### src/rtl/spi_rom_line_fetch_if.sv
// Request/response bundle between the scanline logic (master) and the SPI ROM
// line fetch engine (slave).
interface spi_rom_line_fetch_if #(
    parameter int DATA_BITS = 16
) ();
    logic                 start;
    logic [23:0]          addr;
    logic                 busy;
    logic                 done;
    logic [DATA_BITS-1:0] data;

    modport master (
        output start,
        output addr,
        input  busy,
        input  done,
        input  data
    );

    modport slave (
        input  start,
        input  addr,
        output busy,
        output done,
        output data
    );
endinterface

### src/rtl/spi_rom_line_fetch.sv
// SPI flash READ engine: sends CMD plus a 24-bit address, shifts in DATA_BITS bits
// MSB-first and presents them as one word with a single-cycle done pulse.
module spi_rom_line_fetch #(
    parameter int         DATA_BITS = 16,
    parameter logic [7:0] CMD       = 8'h03
) (
    input  logic             clk,
    input  logic             rst_n,
    spi_rom_line_fetch_if.slave bus,
    output logic             spi_cs_n,
    output logic             spi_sclk,
    output logic             spi_mosi,
    input  logic             spi_miso
);

    localparam int DCW = $clog2(DATA_BITS) + 1;
    localparam logic [DCW-1:0] D_LAST = DCW'(DATA_BITS - 1);

    typedef enum logic [2:0] {
        S_IDLE = 3'd0,
        S_CMD  = 3'd1,
        S_ADDR = 3'd2,
        S_DATA = 3'd3,
        S_DONE = 3'd4
    } state_t;

    state_t               state_q;
    logic                 phase_q;
    logic [4:0]           bit_cnt_q;
    logic [DCW-1:0]       dcnt_q;
    logic [31:0]          out_sr_q;
    logic [DATA_BITS-1:0] in_sr_q;
    logic [DATA_BITS-1:0] in_sr_d;
    logic [DATA_BITS-1:0] data_q;
    logic                 cs_n_q;
    logic                 sclk_q;
    logic                 mosi_q;
    logic                 busy_q;
    logic                 done_q;

    // Incoming word with the current miso bit appended at the LSB end.
    assign in_sr_d = DATA_BITS'({in_sr_q, spi_miso});

    // Transaction sequencer; phase_q=0 is the low half of a bit, 1 the high half.
    always_ff @(posedge clk or negedge rst_n) begin
        if (!rst_n) begin
            state_q   <= S_IDLE;
            phase_q   <= 1'b0;
            bit_cnt_q <= 5'd0;
            dcnt_q    <= '0;
            out_sr_q  <= 32'd0;
            in_sr_q   <= '0;
            data_q    <= '0;
            cs_n_q    <= 1'b1;
            sclk_q    <= 1'b0;
            mosi_q    <= 1'b0;
            busy_q    <= 1'b0;
            done_q    <= 1'b0;
        end else begin
            done_q <= 1'b0;
            case (state_q)
                S_IDLE: begin
                    cs_n_q <= 1'b1;
                    sclk_q <= 1'b0;
                    mosi_q <= 1'b0;
                    busy_q <= 1'b0;
                    if (bus.start) begin
                        state_q   <= S_CMD;
                        phase_q   <= 1'b0;
                        bit_cnt_q <= 5'd0;
                        cs_n_q    <= 1'b0;
                        busy_q    <= 1'b1;
                        mosi_q    <= CMD[7];
                        // Remaining command bits and the address queue up behind the first bit.
                        out_sr_q  <= {CMD[6:0], bus.addr, 1'b0};
                    end else begin
                        state_q <= S_IDLE;
                    end
                end
                S_CMD, S_ADDR: begin
                    if (!phase_q) begin
                        phase_q <= 1'b1;
                        sclk_q  <= 1'b1;
                    end else begin
                        phase_q <= 1'b0;
                        sclk_q  <= 1'b0;
                        if ((state_q == S_ADDR) && (bit_cnt_q == 5'd23)) begin
                            state_q <= S_DATA;
                            mosi_q  <= 1'b0;
                            dcnt_q  <= '0;
                        end else begin
                            mosi_q   <= out_sr_q[31];
                            out_sr_q <= {out_sr_q[30:0], 1'b0};
                            if ((state_q == S_CMD) && (bit_cnt_q == 5'd7)) begin
                                state_q   <= S_ADDR;
                                bit_cnt_q <= 5'd0;
                            end else begin
                                bit_cnt_q <= bit_cnt_q + 5'd1;
                            end
                        end
                    end
                end
                S_DATA: begin
                    if (!phase_q) begin
                        phase_q <= 1'b1;
                        sclk_q  <= 1'b1;
                    end else begin
                        phase_q <= 1'b0;
                        sclk_q  <= 1'b0;
                        in_sr_q <= in_sr_d;
                        // The word is published only once complete, together with done.
                        if (dcnt_q == D_LAST) begin
                            state_q <= S_DONE;
                            cs_n_q  <= 1'b1;
                            data_q  <= in_sr_d;
                            done_q  <= 1'b1;
                        end else begin
                            dcnt_q <= dcnt_q + DCW'(1'b1);
                        end
                    end
                end
                S_DONE: begin
                    state_q <= S_IDLE;
                    busy_q  <= 1'b0;
                    cs_n_q  <= 1'b1;
                    sclk_q  <= 1'b0;
                end
                default: begin
                    state_q <= S_IDLE;
                    phase_q <= 1'b0;
                    cs_n_q  <= 1'b1;
                    sclk_q  <= 1'b0;
                    mosi_q  <= 1'b0;
                    busy_q  <= 1'b0;
                end
            endcase
        end
    end

    assign spi_cs_n = cs_n_q;
    assign spi_sclk = sclk_q;
    assign spi_mosi = mosi_q;
    assign bus.busy = busy_q;
    assign bus.done = done_q;
    assign bus.data = data_q;

endmodule

### src/flat_wrapper.sv
// flat-port wrapper written by rule: the top's interface ports become plain ports
module spi_rom_line_fetch_flat 
#(
    parameter int         DATA_BITS = 16,
    parameter logic [7:0] CMD       = 8'h03
)
  (clk, rst_n, spi_cs_n, spi_sclk, spi_mosi, spi_miso, bus_start, bus_addr, bus_busy, bus_done, bus_data);
  spi_rom_line_fetch_if #(.DATA_BITS(DATA_BITS)) bus_i ();
  input  logic clk;
  input  logic rst_n;
  output logic spi_cs_n;
  output logic spi_sclk;
  output logic spi_mosi;
  input  logic spi_miso;
  input wire logic [$bits(bus_i.start)-1:0] bus_start;
  input wire logic [$bits(bus_i.addr)-1:0] bus_addr;
  output wire logic [$bits(bus_i.busy)-1:0] bus_busy;
  output wire logic [$bits(bus_i.done)-1:0] bus_done;
  output wire logic [$bits(bus_i.data)-1:0] bus_data;
  assign bus_i.start = bus_start;
  assign bus_i.addr = bus_addr;
  assign bus_busy = bus_i.busy;
  assign bus_done = bus_i.done;
  assign bus_data = bus_i.data;
  spi_rom_line_fetch #(.DATA_BITS(DATA_BITS), .CMD(CMD)) u_core (.clk(clk), .rst_n(rst_n), .bus(bus_i), .spi_cs_n(spi_cs_n), .spi_sclk(spi_sclk), .spi_mosi(spi_mosi), .spi_miso(spi_miso));
endmodule
### config.mk
export PLATFORM = sky130hd
export DESIGN_NAME = spi_rom_line_fetch_flat
export DESIGN_NICKNAME = d
export VERILOG_FILES = /design/src/rtl/spi_rom_line_fetch_if.sv /design/src/rtl/spi_rom_line_fetch.sv /design/src/flat_wrapper.sv
export SDC_FILE = /design/constraint.sdc
export NUM_CORES = 1
export LEC_CHECK = 0
export ABC_AREA = 1
export CORE_MARGIN = 10
export CORE_UTILIZATION = 49
export CTS_CLUSTER_SIZE = 40
export DETAILED_ROUTE_END_ITERATION = 16
export PLACE_DENSITY = 0.75
export SLEW_MARGIN = 15
export SYNTH_ARGS = -nofsm -noshare
export SYNTH_HDL_FRONTEND = slang
export SYNTH_SLANG_ARGS = --single-unit
### constraint.sdc
create_clock -name clk -period 1.66 [get_ports clk]
set_input_delay 0.332 -clock clk [delete_from_list [all_inputs] [get_ports clk]]
set_output_delay 0.332 -clock clk [all_outputs]
set_load 0.01 [all_outputs]
Word level (Yosys, flattened, before mapping)
Cells that the tools add are included.

storage, ports and cells
  flip-flop bits (word level) = 82
  bits of input ports = 28
  output and inout bits = 21
  word-level logic and storage cells = 85

operators by class
  add/subtract/negate cells = 2
  equal/unequal tests = 15
  multiplexer cells = 37
  bitwise operators = 3
  reductions and logical operators = 16

operator list
  operator                                                                  count
  32-bit two-way mux                                                        3
  32-bit case mux with 2 select lines                                       1
  5-bit two-way mux                                                         8
  5-bit case mux with 2 select lines                                        2
  3-bit two-way mux                                                         5
  1-bit two-way mux                                                         13
  5-bit by 1-bit adder with 5-bit output (second input constant)            2
  3-bit case mux with 3 select lines                                        1
  2-bit by 1-bit inequality test with 1-bit output (second input constant)  4
  4-bit AND reduction                                                       2
  3-bit by 2-bit == test with 1-bit output (second input constant)          2
  2-bit inequality test (second input constant)                             3
  1-bit case mux with 3 select lines                                        2
  2-bit AND reduction                                                       3
  3-bit AND reduction                                                       2
  5-bit by 3-bit == test with 1-bit output (second input constant)          1
  5-bit by 4-bit == test with 1-bit output (second input constant)          1
  5-bit == test (second input constant)                                     1
  5-bit AND reduction                                                       1
  1-bit case mux with 2 select lines                                        2
  2-bit nonzero test                                                        2
  2-bit OR reduction                                                        2
  3-bit by 1-bit == test with 1-bit output (second input constant)          1
  3-bit == test (second input constant)                                     1
  5 further kinds                                                           8

Depth between registers and ports, before layout
  depth after elaboration = 6
  mapped depth = 12
  mapped depth without buffers = 12

Worst setup path before layout
OpenSTA, ideal clock, no wires.

  path type = reg2reg
  start = register u_core.dcnt_q[0]
  end = register u_core.dcnt_q[3]
  setup time = 0.117 ns
  data arrival time = 1.487 ns
  data required time = 1.543 ns
  path slack = 0.057 ns
  stages on the path, launching flop included = 13
  buffers on the path = 0
  clock period less this slack = 1.603 ns
  cells stage by stage = dfrtp_1 -> ha_1 -> nand2_1 -> nor2_1 -> ha_1 -> inv_1 -> nand2_1 -> a21oi_1 -> nand2_1 -> inv_1 -> nand2_1 -> nand2_1 -> nand2_1

between the ends
  cells in the longest elaborated chain, start to end = 4
  elaborated cells on any way between the ends = 7
  classes of those cells = 1 x add/sub; 2 x eq/ne; 3 x mux; 1 x reduce/logical

RTL lines
  what                                    line                       source
  start, declared                         spi_rom_line_fetch.sv:30   logic [DCW-1:0] dcnt_q;
  start signal, assigned                  spi_rom_line_fetch.sv:118  dcnt_q <= dcnt_q + DCW'(1'b1);
  5-bit by 1-bit adder with 5-bit output  spi_rom_line_fetch.sv:118
  5-bit two-way mux                       spi_rom_line_fetch.sv:112  if (dcnt_q == D_LAST) begin
  5-bit two-way mux                       spi_rom_line_fetch.sv:104  if (!phase_q) begin
  5-bit case mux with 2 select lines      spi_rom_line_fetch.sv:61   case (state_q)

Parallel ways exist; a longest one is shown, timed or not. The select of a mux whose other input is x is not followed.
A chain may end at the register's enable or synchronous reset.

Final worst setup path
  start = register u_core.data_q[15] (netlist: u_core.bus.data[15])
  end = output bus_data[15]

RTL lines
  what                    line                       source
  start, declared         spi_rom_line_fetch.sv:34   logic [DATA_BITS-1:0] data_q;
  start signal, assigned  spi_rom_line_fetch.sv:115  data_q <= in_sr_d;
  end, declared           flat_wrapper.sv:19         output wire logic [$bits(bus_i.data)-1:0] bus_data;

No word-level cell between the ends.

==> results_dict.tcl <==
set metrics [dict create \
    outcome "finished, final reports clean" \
    drt_iter0_markers 137 \
    yosysWarnings 0 \
    slowest_delay_ps 540 \
    gp_congestion 0.879 \
    crit_arrival_ps 1270 \
    cp-end-kind "primary output" \
    synth_area_leader_cell "dfrtp_1" \
    hold_viol_final 0 \
    core_area_um2 7330 \
    synthTopCellsByArea "dfrtp_1 (54%), nand2_1 (23%), o21ai_1 (3.1%)" \
    path_delay_family "buffers and inverters" \
    worst_skew_pair.late_latency_ps 340 \
    port_buffers 48 \
    overflow 0 \
    worst-path-buf-inv 1 \
    dieHeight_um 107 \
    die_w_um 107 \
    groute.usage.overall_pct 14.0 \
    max_slew.worst_pin.slew_ps 457 \
    design_area_um2 4750 \
    synth-adder-area-share_pct 1.01 \
    ctsRootBufferMaster "clkbuf_8" \
    cts.htree.levels 3 \
    synth_xor_area_share_pct 0.470 \
    antenna_found_initial 0 \
    slowest_stage "clkdlybuf4s50_1" \
    die-area_um2 11500 \
    drv_cap 0 \
    synth_edf_count 0 \
    synth-simple-area-share_pct 31.4 \
    drv_slew 0 \
    yosysUniqueCellTypes 27 \
    grt_pass1_vias 2975 \
    most-common-layout-cells "nand2_1 (228), dfrtp_1 (77), clkdlybuf4s50_1 (46), inv_1 (27), o21ai_1 (23)" \
    setup_violations 0 \
    maxSlewHeadroom_pct 69.5 \
    synth_top_area_share_pct 53.7 \
    hp-class "in2async" \
    worst_ir_drop_vdd_mv 0.403 \
    grt_pass1_wl_um 13300 \
    drcViolationCount 0 \
    syn_nets 498 \
    nets 565 \
    crit_fanout 2 \
    rows 31 \
    fin_crit_ps 1600 \
    synthArstFlopShare_pct 100 \
    power_density_nw_per_um2 715 \
    final_common_cell "nand2_1" \
    syn_area_per_cell_um2 7.99 \
    synth_mux_area_share_pct 0 \
    required_ps 1330 \
    hpwl_um 5470 \
    p_total_mw 3.40 \
    cts_tree "done" \
    skew_ps 9.57 \
    yosys_register_bits 81 \
    boundaryPins 49 \
    syn2layout_area_growth_pct 27.5 \
    syn_inst 467 \
    ant_nets 0 \
    numCtsBuffers 9 \
    start_util_pct 50.9 \
    cts_max_path_buffers 2 \
    n_antenna_cell 0 \
    post-route-period-util_pct 96.2 \
    hold_slack_ps 462 \
    rsz0062_at_grt "true" \
    synth_compound_area_share_pct 6.51 \
    critPathKind "reg2out" \
    cts.sinks 81 \
    route.detailed.wl_per_inst_um 12.4 \
    synth-main-ff-cell "dfrtp_1" \
    grt_start_max_net_pins 35 \
    path_clk_slew_ps 90 \
    via_per_inst 4.88 \
    drive_gt1_share_pct 13.5 \
    vias 3112 \
    drtPass1Iterations 4 \
    leakage_nw 2.38 \
    maxClockFrequency_mhz 626 \
    synth_top_family_by_area "simple AND/OR/NAND/NOR gates" \
    synth_area_um2 3730 \
    placed_area_um2 4470 \
    critical_path.cell_chain "clkdlybuf4s50_1" \
    crit_path_start_kind "register" \
    finalWirelength_um 7920 \
    ys_seq_area_share_pct 54.4 \
]
[through the flow]
| stage | worst slack, ps | TNS [ps] | util [%] | instances |
|---|---|---|---|---|
| after global routing | -19.7 | -43.4 | 64.9 | 638 |
| after CTS | 19.5 | 0 | 63.6 | 635 |
| final | 62.9 | 0 | 64.9 | 638 |
| after floorplan | 56.6 | 0 | - | 467 |
| after detailed placement | -105 | -841 | 60.9 | 618 |
| after global placement | -13.7 | -19.5 | 60.9 | 618 |
[power breakdown]
group / switching [mW] / internal (mW) / total (mW) / leakage (nW)
Clock: 0.724 / 0.586 / 1.31 / 0.0922
Sequential: 0 / 1.97 / 1.97 / 1.09
Combinational: 0.0494 / 0.0667 / 0.116 / 1.20
[timing repair]
| action | 4_1_cts | 5_1_grt |
|---|---|---|
| pin swaps | 0 | 8 |
| setup endpoints to repair | 21 | 56 |
| hold buffers | 1 | 0 |
| setup buffers | 0 | 2 |
| gates resized for setup | 3 | 21 |
| cloned | 0 | 1 |
| hold endpoints to repair | 30 | 0 |
[synth_stat cells, types with 2 or more instances]
cell type	number
nand3_2	3
buf_2	13
nand2_2	2
a21oi_1	4
inv_1	28
ha_1	3
o21ai_1	23
nand2_4	2
nor2_2	2
dfrtp_1	80
buf_4	4
nand3_1	17
o21ai_0	20
nor2_1	17
nand2_1	231
inv_2	6
nand4_1	2
[kinds of logic (layout without fill, tap and decap cells)]
kind of cell,after synthesis,after routing
buf+inv,52,124
xor+xnor,2,2
fa+ha+maj,3,3
simple gates,281,281
compound gates,48,48
flops,81,81
[state kept, by name, summed over array words and instances (netlist names)]
name	count
u_core.bit_cnt_q	5
u_core.bus.busy	1
u_core.bus.data	16
u_core.bus.done	1
u_core.dcnt_q	5
u_core.in_sr_q	15
u_core.out_sr_q	31
u_core.phase_q	1
u_core.spi_cs_n	1
u_core.spi_mosi	1
u_core.spi_sclk	1
u_core.state_q	3
[layer usage]
metal	vias up	GRT usage [%]	part of all wire [%]
met1	1461	17.9	47
met2	65	22.5	48
met4	0	6.38	0.88
met5	-	0	0
li1	1582	-	-
met3	4	2.63	3.9
[path summary, 6_finish.rpt]
check | startpoint | endpoint | slack [ps] | depth (start not counted)
max | u_core.bus.data[15]$_DFFE_PN0P_ | bus_data[15] | 60 | 1
min | rst_n | u_core.bus.data[9]$_DFFE_PN0P_ | 460 | 2
max reg2reg | u_core.dcnt_q[1]$_DFFE_PN0P_ | u_core.bus.data[11]$_DFFE_PN0P_ | 120 | 9
min reg2reg | u_core.in_sr_q[5]$_DFFE_PN0P_ | u_core.in_sr_q[6]$_DFFE_PN0P_ | 490 | 2
max in group asynchronous | rst_n | u_core.spi_cs_n$_DFFE_PN1P_ | 640 | 3
min in group clk | u_core.in_sr_q[5]$_DFFE_PN0P_ | u_core.in_sr_q[6]$_DFFE_PN0P_ | 490 | 2
[cell type report]
type	instances	area, µm²
Clock inverter	6	43.8
Multi-Input combinational cell	334	1510
Tap cell	99	124
Timing Repair Buffer	74	771
Sequential cell	81	2030
Clock buffer	10	138
Fill cell	605	2580
Inverter	34	140
(Power assumes the default switching activity.)
